**src/rtl/ram_port_arb.sv**
```systemverilog
// Round-robin arbiter that shares one single-port RAM among three requesters.
// Read returns are routed back to their issuer through a tag pipeline.
module ram_port_arb #(
  parameter int unsigned ADDR_BITS = 14,
  parameter int unsigned RD_LAT    = 1
) (
  input  logic                     clk,
  input  logic                     rst,
  input  logic [2:0]               req,
  input  logic [3*ADDR_BITS-1:0]   addr,
  input  logic [11:0]              byteen,
  input  logic [95:0]              wrdata,
  input  logic [2:0]               wren,
  input  logic                     freeze,
  output logic [2:0]               gnt,
  output logic [2:0]               rvalid,
  output logic [31:0]              rdata,
  output logic                     busy,
  output logic [ADDR_BITS-1:0]     ram_addr,
  output logic [3:0]               ram_byteen,
  output logic [31:0]              ram_wrdata,
  output logic                     ram_wren,
  input  logic [31:0]              ram_rddata
);

  localparam int unsigned NREQ   = 3;
  localparam int unsigned DEPTH  = RD_LAT + 1;
  localparam int unsigned DATA_W = 32;
  localparam int unsigned BE_W   = 4;

  logic [1:0]             ptr;
  logic [1:0]             win_idx;
  logic                   accept;
  logic [2:0]             cand;
  logic [DEPTH-1:0][2:0]  tag;

  // Priority search starting at ptr; freeze and reset suppress all grants.
  always_comb begin
    gnt     = 3'b000;
    win_idx = 2'd0;
    accept  = 1'b0;
    cand    = 3'd0;
    if (rst && !freeze) begin
      for (int k = 0; k < int'(NREQ); k++) begin
        cand = {1'b0, ptr} + 3'(k);
        if (cand >= 3'd3) cand = cand - 3'd3;
        if (!accept && req[cand[1:0]]) begin
          accept  = 1'b1;
          win_idx = cand[1:0];
        end
      end
      if (accept) gnt = 3'b001 << win_idx;
    end
  end

  // Command register towards the RAM and round-robin pointer.
  always_ff @(posedge clk or negedge rst) begin
    if (!rst) begin
      ptr        <= 2'd0;
      ram_addr   <= '0;
      ram_byteen <= '0;
      ram_wrdata <= '0;
      ram_wren   <= 1'b0;
    end else if (accept) begin
      ram_addr   <= addr[int'(win_idx)*ADDR_BITS +: ADDR_BITS];
      ram_byteen <= byteen[int'(win_idx)*BE_W +: BE_W];
      ram_wrdata <= wrdata[int'(win_idx)*DATA_W +: DATA_W];
      ram_wren   <= wren[win_idx];
      ptr        <= (win_idx == 2'd2) ? 2'd0 : win_idx + 2'd1;
    end else begin
      ram_wren   <= 1'b0;
    end
  end

  // Tags are carried one-hot, so the last stage is the rvalid strobe itself.
  always_ff @(posedge clk or negedge rst) begin
    if (!rst) begin
      tag <= '0;
    end else begin
      tag[0] <= (accept && !wren[win_idx]) ? gnt : 3'b000;
      for (int s = 1; s < int'(DEPTH); s++) tag[s] <= tag[s-1];
    end
  end

  assign rvalid = tag[DEPTH-1];
  assign busy   = |tag;
  assign rdata  = ram_rddata;

endmodule
```
**config.mk**
```make
export PLATFORM = sky130hd
export DESIGN_NAME = ram_port_arb
export DESIGN_NICKNAME = d
export VERILOG_FILES = /design/src/rtl/ram_port_arb.sv
export SDC_FILE = /design/constraint.sdc
export NUM_CORES = 1
export LEC_CHECK = 0
export CORE_AREA = 2 2 110 112
export CTS_CLUSTER_DIAMETER = 60
export DETAILED_ROUTE_END_ITERATION = 12
export DIE_AREA = 0 0 112 114
export GPL_ROUTABILITY_DRIVEN = 0
export PLACE_DENSITY = 0.74
export SYNTH_ARGS = -nofsm -noshare
export SYNTH_HDL_FRONTEND = slang
export SYNTH_SLANG_ARGS = --single-unit
```
**constraint.sdc**
```tcl
create_clock -name clk -period 6 [get_ports clk]
set_clock_uncertainty 0.2 [all_clocks]
set_input_delay 1.2 -clock clk [delete_from_list [all_inputs] [get_ports clk]]
set_output_delay 1.2 -clock clk [all_outputs]
set_load 0.03 [all_outputs]
```
# ---- Yosys cells after proc, flatten, opt, wreduce, memory -nomap -nowiden
# Index checks and enable logic that the tools add are counted.
dict set report totals {
  reg_bits 59
  output_inout_bits 90
  elab_cells 66
}
dict set report op_classes {
  n_addsub 6
  n_mul 1
  n_lt_le_gt_ge 7
  eq_ne 1
  shifts 4
  n_mux 31
  reduce_logical 9
}
# op count
set op_table {}
lappend op_table {{$shiftx 96x8->32} 1}
lappend op_table {{$shiftx 42x7->14} 1}
lappend op_table {{$mux 2} 12}
lappend op_table {{$lt 2x3->1 const B} 4}
lappend op_table {{$mux 1} 12}
lappend op_table {{$shiftx 12x5->4} 1}
lappend op_table {{$mux 3} 3}
lappend op_table {{$bmux 1 s2} 4}
lappend op_table {{$ge 3x2->1 const B} 2}
lappend op_table {{$reduce_or 6->1} 1}
lappend op_table {{$sub 2x2->2 const B} 3}
lappend op_table {{$mul 2x3->5 const B} 1}
lappend op_table {{$logic_and 1x1->1} 4}
lappend op_table {{$logic_not 1->1} 4}
lappend op_table {{$add 2x1->3 const B} 1}
lappend op_table {{$add 2x2->3 const B} 1}
lappend op_table {{$shl 1x2->3 const A} 1}
lappend op_table {{$add 2x1->2 const B} 1}
lappend op_table {{$eq 2x2->1 const B} 1}
lappend op_table {{$ge 2x2->1 const B} 1}

# ---- Logic depth before layout (Yosys ltp)
# Gate-level depths: netlist of the first run.
dict set report logic_depth {
  word_depth 21
  depth_mapped 11
}

# ---- Worst setup path after synthesis of the first run
# OpenSTA, ideal clock, no wires.
dict set report synth_path {
  path_kind {input-to-output}
  start {input req[1]}
  end {output gnt[2]}
  arrival_time_ps 2714
  setup_slack_ps 1886
  path_stages 6
  cell_sequence {inv_1 a2111o_1 a311oi_2 o21a_1 buf_2 clkbuf_1}
}
dict set report synth_between {
  elab_chain_len 15
}
# item line_no
set synth_rtl {}
lappend synth_rtl {{start, declared} 9} ;# input logic [2:0] req,
lappend synth_rtl {{$bmux 1 s2} 47} ;# if (!accept && req[cand[1:0]]) begin
lappend synth_rtl {{$mux 1 (not written as such)} 47}
lappend synth_rtl {{$mux 1} 47}
lappend synth_rtl {{$mux 1} 43} ;# if (rst && !freeze) begin
lappend synth_rtl {{$logic_not 1->1} 47}
lappend synth_rtl {{$logic_and 1x1->1} 47}
lappend synth_rtl {{$mux 1} 47}
lappend synth_rtl {{$mux 1} 43}
lappend synth_rtl {{$logic_not 1->1} 47}
lappend synth_rtl {{$logic_and 1x1->1} 47}
lappend synth_rtl {{$mux 2} 47}
lappend synth_rtl {{$mux 2} 43}
lappend synth_rtl {{$shl 1x2->3} 52} ;# if (accept) gnt = 3'b001 << win_idx;
lappend synth_rtl {{$mux 3 *} 52}
lappend synth_rtl {{$mux 3 *} 43}
lappend synth_rtl {{end, declared} 15} ;# output logic [2:0] gnt,
# Every way passes the cells marked *; elsewhere a longest branch is shown, timed or not. The select of a mux whose other input is x is not followed.

# ---- Final worst setup path of the first run
dict set report layout_path {
  start {input req[1]}
  end {output gnt[0]}
}
# The elaborated chain is that of the path after synthesis.

==> impl_metrics.yaml, run 1 <==
yosys:
  synth_top_family_by_area: "compound AO/OA/AOI/OAI gates"
  synth_xor_area_share_pct: 0
  ys_seq_area_share_pct: 44.2
  synth_simple_gate_area_share_pct: 5.65
  muxShareOfSynthArea_pct: 10.6
  synth_top_flop_cell: "dfrtp_1"
  ys.warnings.count: 0
  ys_async_sr_fraction_pct: 100
  synth_seq_cells: 59
  yosysUniqueCellTypes: 37
  synth_edf_count: 0
  ys_top_cells_by_area: "dfrtp_1, a22oi_1, mux2i_1"
  synth_compound_area_share_pct: 25.7
  syn_area_mm2: 0.00334
  avgSynthCellArea_um2: 10.3
  yosys.area.top_type: "dfrtp_1"
  yosysTopAreaCellShare_pct: 44.2
  syn_nets: 520
  synth_fa_ha_area_share_pct: 1.50
  syn_inst: 325
cts:
  cts_num_sinks: 59
  cts_tree: "done"
  ctsHoldBuffers: 0
  cts_max_level: 3
  ctsResizeCount: 0
  postCtsSetupRepairBufs: 0
  root_buffer: "clkbuf_16"
  clk_pin_slew_ns: 0.05
  clockBufferDepth: 2
  worstSkewPairLatency_ns: 0.31
  cts_buffers: 9
floorplan:
  num_rows: 40
  start_util_pct: 28.5
  dieArea_mm2: 0.0128
  die_w_um: 112
  io_pins: 281
  core_mm2: 0.0117
  die_y_um: 114
final_layout:
  area_delta_synth_final_pct: 68.7
  fin_util_pct: 48.2
  multi_input_area_mm2: 0.00146
  nets: 693
  antenna_cells: 0
  layout-drive-gt1-share_pct: 5.79
  regArea_mm2: 0.00148
  fill_cells: 1131
  final_common_cell: "clkdlybuf4s50_1"
  final_cell_mix: "clkdlybuf4s50_1, dfrtp_1, a22oi_1"
placement:
  io_buffer_count: 216
  dp_hpwl_um: 8550
critical_path:
  r2r_slack_ns: 2.31
  worst-setup-path-type: "input port to output pin"
  cp-end-kind: "output pin"
  worstPathRequired_ns: 4.60
  worstPathArrival_ns: 3.68
  cp-start-kind: "input port"
  critPathMaxFanout: 5
drt:
  met1_length_um: 4310
  num_vias: 3308
  drc: 0
  firstDrtPassIters: 4
  met3_length_um: 860
  wl_met2_um: 5800
  viasPerCell: 5.10
  wirelength_um: 11300
  top_layer: "met4"
  first_iter_violations: 155
  postRouteAntennaNets: 0
  detail_route.wl_per_cell_um: 17.4
pwr:
  power_per_cell_area_mw_per_mm2: 477
  leakage_nw: 2.25
  ir_drop_mv: 0.263
  p_total_mw: 2.69
sta:
  setup_tns_ns: 0
  drv_slew: 0
  slew_headroom_pct: 29.3
  hold_viol_final: 0
  clock.fmax_mhz: 197
  rsz0062_at_grt: "false"
  fin_crit_sh_pct: 84.7
  worst-slew-pin-transition_ns: 1.06
  setup_viol: 0
  fin_crit_ns: 5.08
worst_hold_path:
  hold_class: "flop to flop"
global_route:
  grt_max_degree: 60
  grt_overflow_total: 0
  antenna_found_initial: 0
  grt_pass1_wl_um: 17200
  first_global_vias: 3486
  grtUsageTotal_pct: 16.9
flow_run:
  cap_violations: 0
run_status:
  status: "complete, no violations"
## registers in the layout, indices dropped and copies added (netlist names)
| register | count |
|---|---|
| ptr | 2 |
| ram_addr | 14 |
| ram_byteen | 4 |
| ram_wrdata | 32 |
| ram_wren | 1 |
| rvalid | 3 |
| tag | 3 |
## Yosys cell counts, drive strengths merged (2+ instances only)
library cell / count
dfrtp: 59
inv: 8
a21boi: 2
and3: 3
nor2: 4
a32oi: 19
clkbuf: 16
o21ai: 35
o22ai: 2
a22oi: 50
nand2: 23
buf: 45
ha: 4
mux2i: 34
## logic make-up (layout without fill, tap and decap cells)
| logic type | after synthesis | count (layout) |
|---|---|---|
| multiplexers | 35 | 35 |
| adder cells (fa/ha/maj) | 4 | 4 |
| AO/OA/AOI/OAI | 118 | 118 |
| buffers and inverters | 69 | 245 |
| flip-flops | 59 | 59 |
| AND/OR/NAND/NOR | 40 | 40 |
## metrics by stage
stage                     cells  hold slack (ns)  cell area, µm²  setup slack [ns]
after floorplan             325            0.154            3340              1.89
after global placement      634            0.158            5360             0.934
after detailed placement    634            0.168            5360             0.923
after CTS                   648            0.178            5640             0.913
after global routing        648            0.198            5640             0.841
final                       648            0.176            5640             0.920
## worst paths after layout
kind,start,end,cells after the start
setup / recovery,req[1],gnt[0],6
hold / removal,tag[2],rvalid[2],0
setup reg to reg,ptr[0],ram_addr[5],9
hold reg to reg,tag[2],rvalid[2],0
max in group asynchronous,rst,tag[2],2
min in group asynchronous,rst,ram_wrdata[7],2
## worst max-delay path: stages
cell and delay, ns:
clkdlybuf4s50_1 0.54, mux2i_1 0.15, o22a_1 0.28, a311o_1 0.35
a2111oi_2 0.40, clkdlybuf4s50_1 0.75
## where the power goes
group / total [mW] / internal (mW) / switching (mW)
logic: 1.53 / 0.656 / 0.874
registers: 0.678 / 0.578 / 0.0996
clock network: 0.484 / 0.315 / 0.169
## per-layer routing
| metal | track usage, % | vias up |
|---|---|---|
| met5 | 0 | - |
| met4 | 8.94 | 0 |
| met3 | 5.26 | 34 |
| met2 | 29.1 | 156 |
| met1 | 18.8 | 1588 |
| li1 | - | 1530 |
## final cells by class
cell class	count	share of cell area [%]
clock inverters	5	0.998
multi-input cells	197	25.9
repair buffers	223	39.2
flip-flops and latches	59	26.2
well taps	147	3.26
clock buffers	9	3.99
inverters	8	0.532
Note: power is estimated with default switching activity, not from simulation.
==> inputs of run 2 (changes only) <==
Settings changed: CORE_AREA 2 2 110 112 to not set, CORE_MARGIN set to 1, CORE_UTILIZATION set to 29, DIE_AREA 0 0 112 114 to not set, PLACE_DENSITY 0.74 to 0.77.
Clock period 6 ns to 4.3 ns, I/O delays scaled along.
==> impl_metrics.yaml, run 2 (synthesis results as in run 1) <==
run_status:
  status: "complete, no violations"
critical_path:
  worstPathArrival_ns: 2.80
  worstPathRequired_ns: 3.24
  worstPathCellList: "clkdlybuf4s50_1, inv_1, a2111o_1, a311oi_2, nor2_1, and3_1, buf_4"
  cp-end-kind: "output pin"
  slowest_delay_ns: 0.55
  worst-setup-path-type: "input port to output pin"
  critPathMaxFanout: 5
  cp-start-kind: "input port"
  crit_family: "buffers and inverters"
  path_buf_inv: 3
  worst_path_max_delay_cell: "clkdlybuf4s50_1"
final_layout:
  top_register: "ram_wrdata"
  regArea_mm2: 0.00148
  top_regs: "ram_wrdata (32), ram_addr (14), ram_byteen (4)"
  multi_input_area_mm2: 0.00146
  largest_reg_flops: 32
  final_cell_mix: "clkdlybuf4s50_1, dfrtp_1, a22oi_1"
  layout-drive-gt1-share_pct: 6.93
  area_delta_synth_final_pct: 69.4
  nets: 695
  antenna_cells: 0
  fill_cells: 1014
  final_common_cell: "clkdlybuf4s50_1"
sta:
  setup_tns_ns: 0
  slew_headroom_pct: 47.9
  fin_ws_ns: 0.442
  hold_viol_final: 0
  fin_crit_ns: 3.86
  worst-slew-pin-transition_ns: 0.782
  clock.fmax_mhz: 259
  rsz0062_at_grt: "false"
  drv_slew: 0
  fin_crit_sh_pct: 89.7
  setup_viol: 0
cts:
  cts_num_sinks: 59
  cts_buffers: 9
  ctsHoldBuffers: 0
  ctsResizeCount: 0
  cts_max_level: 3
  root_buffer: "clkbuf_16"
  worstSkewPairLatency_ns: 0.32
  postCtsSetupRepairBufs: 0
  cts_tree: "done"
  clockBufferDepth: 2
  clk_pin_slew_ns: 0.05
floorplan:
  core_mm2: 0.0110
  io_pins: 281
  die_w_um: 109
  dieArea_mm2: 0.0120
  start_util_pct: 30.3
  num_rows: 38
  die_y_um: 109
drt:
  met1_length_um: 4400
  met3_length_um: 802
  top_layer: "met4"
  wirelength_um: 11500
  wl_met2_um: 6020
  num_vias: 3358
  first_iter_violations: 253
  firstDrtPassIters: 5
  detail_route.wl_per_cell_um: 17.8
  postRouteAntennaNets: 0
  drc: 0
  viasPerCell: 5.21
pwr:
  power_frac_seq_pct: 24.8
  p_sw_mw: 1.62
  intPower_mw: 2.19
  pwr-share-clk_pct: 18.9
  ir_drop_mv: 0.395
  p_comb_share_pct: 56.3
  leakage_nw: 2.27
  power_per_cell_area_mw_per_mm2: 672
  swShare_pct: 42.5
placement:
  dp_hpwl_um: 8560
  place_ws_ns: 0.463
  io_buffer_count: 216
global_route:
  grt_pass1_wl_um: 17300
  grt_overflow_total: 0
  grtUsageTotal_pct: 19.0
  grt_max_degree: 60
  antenna_found_initial: 0
  first_global_vias: 3456
flow_run:
  cap_violations: 0
worst_hold_path:
  hold_class: "flop to flop"
-- run 2: cell types whose count changed in the layout (fill, tap and decap cells not counted) --
cell             change
clkdlybuf4s50_1      -3
clkinvlp_4           +1
clkbuf_8             +1
clkbuf_1             +1
buf_4                +5
clkinv_4             +1
clkinv_2             -2
-- run 2: path summary, 6_finish.rpt --
check,depth (start not counted),slack (ns),from,endpoint
worst max-delay path,7,0.44,req[1],gnt[1]
worst min-delay path,0,0.18,tag[2],rvalid[2]
worst max register to register,9,1.16,ptr[0],ram_wren
worst min register to register,0,0.18,tag[2],rvalid[2]
max in group asynchronous,2,2.86,rst,ram_wrdata[8]
min in group asynchronous,2,0.48,rst,ram_wrdata[15]
-- run 2: layer usage --
metal  up-vias  global-route usage, %
met2       167                   33.2
met5         -                      0
met1      1624                   21.7
li1       1542                      -
met3        25                   5.57
met4         0                   7.71
-- run 2: cell type report --
type                    count  share of cell area, %
clock buffers              11                   4.29
repair buffers            225                   39.1
well taps                 140                   3.09
clock inverters             5                   1.10
flip-flops and latches     59                   26.1
multi-input cells         197                   25.8
inverters                   8                  0.530
-- run 2: power groups by stage --
| stage | Combinational, mW | Sequential, mW | Clock (mW) |
|---|---|---|---|
| 6_report | 2.14 | 0.943 | 0.721 |
| 5_1_grt | 2.29 | 0.969 | 0.767 |
| 4_1_cts | 2.15 | 0.943 | 0.739 |
| 3_5_place_dp | 2.15 | 0.947 | 0 |
| 3_3_place_gp | 2.10 | 0.939 | 0 |
| 2_1_floorplan | 0.885 | 1.38 | 0 |
-- run 2: per-stage QoR --
stage	util (%)	std cells	cell area, µm²	hold slack (ns)	power (mW)
CTS	51.3	645	5660	0.176	3.83
floorplan	-	325	3340	0.154	2.27
global placement	48.6	629	5360	0.165	3.04
detailed placement	48.6	629	5360	0.165	3.09
global route	51.3	645	5660	0.184	4.02
finish	51.3	645	5660	0.177	3.81
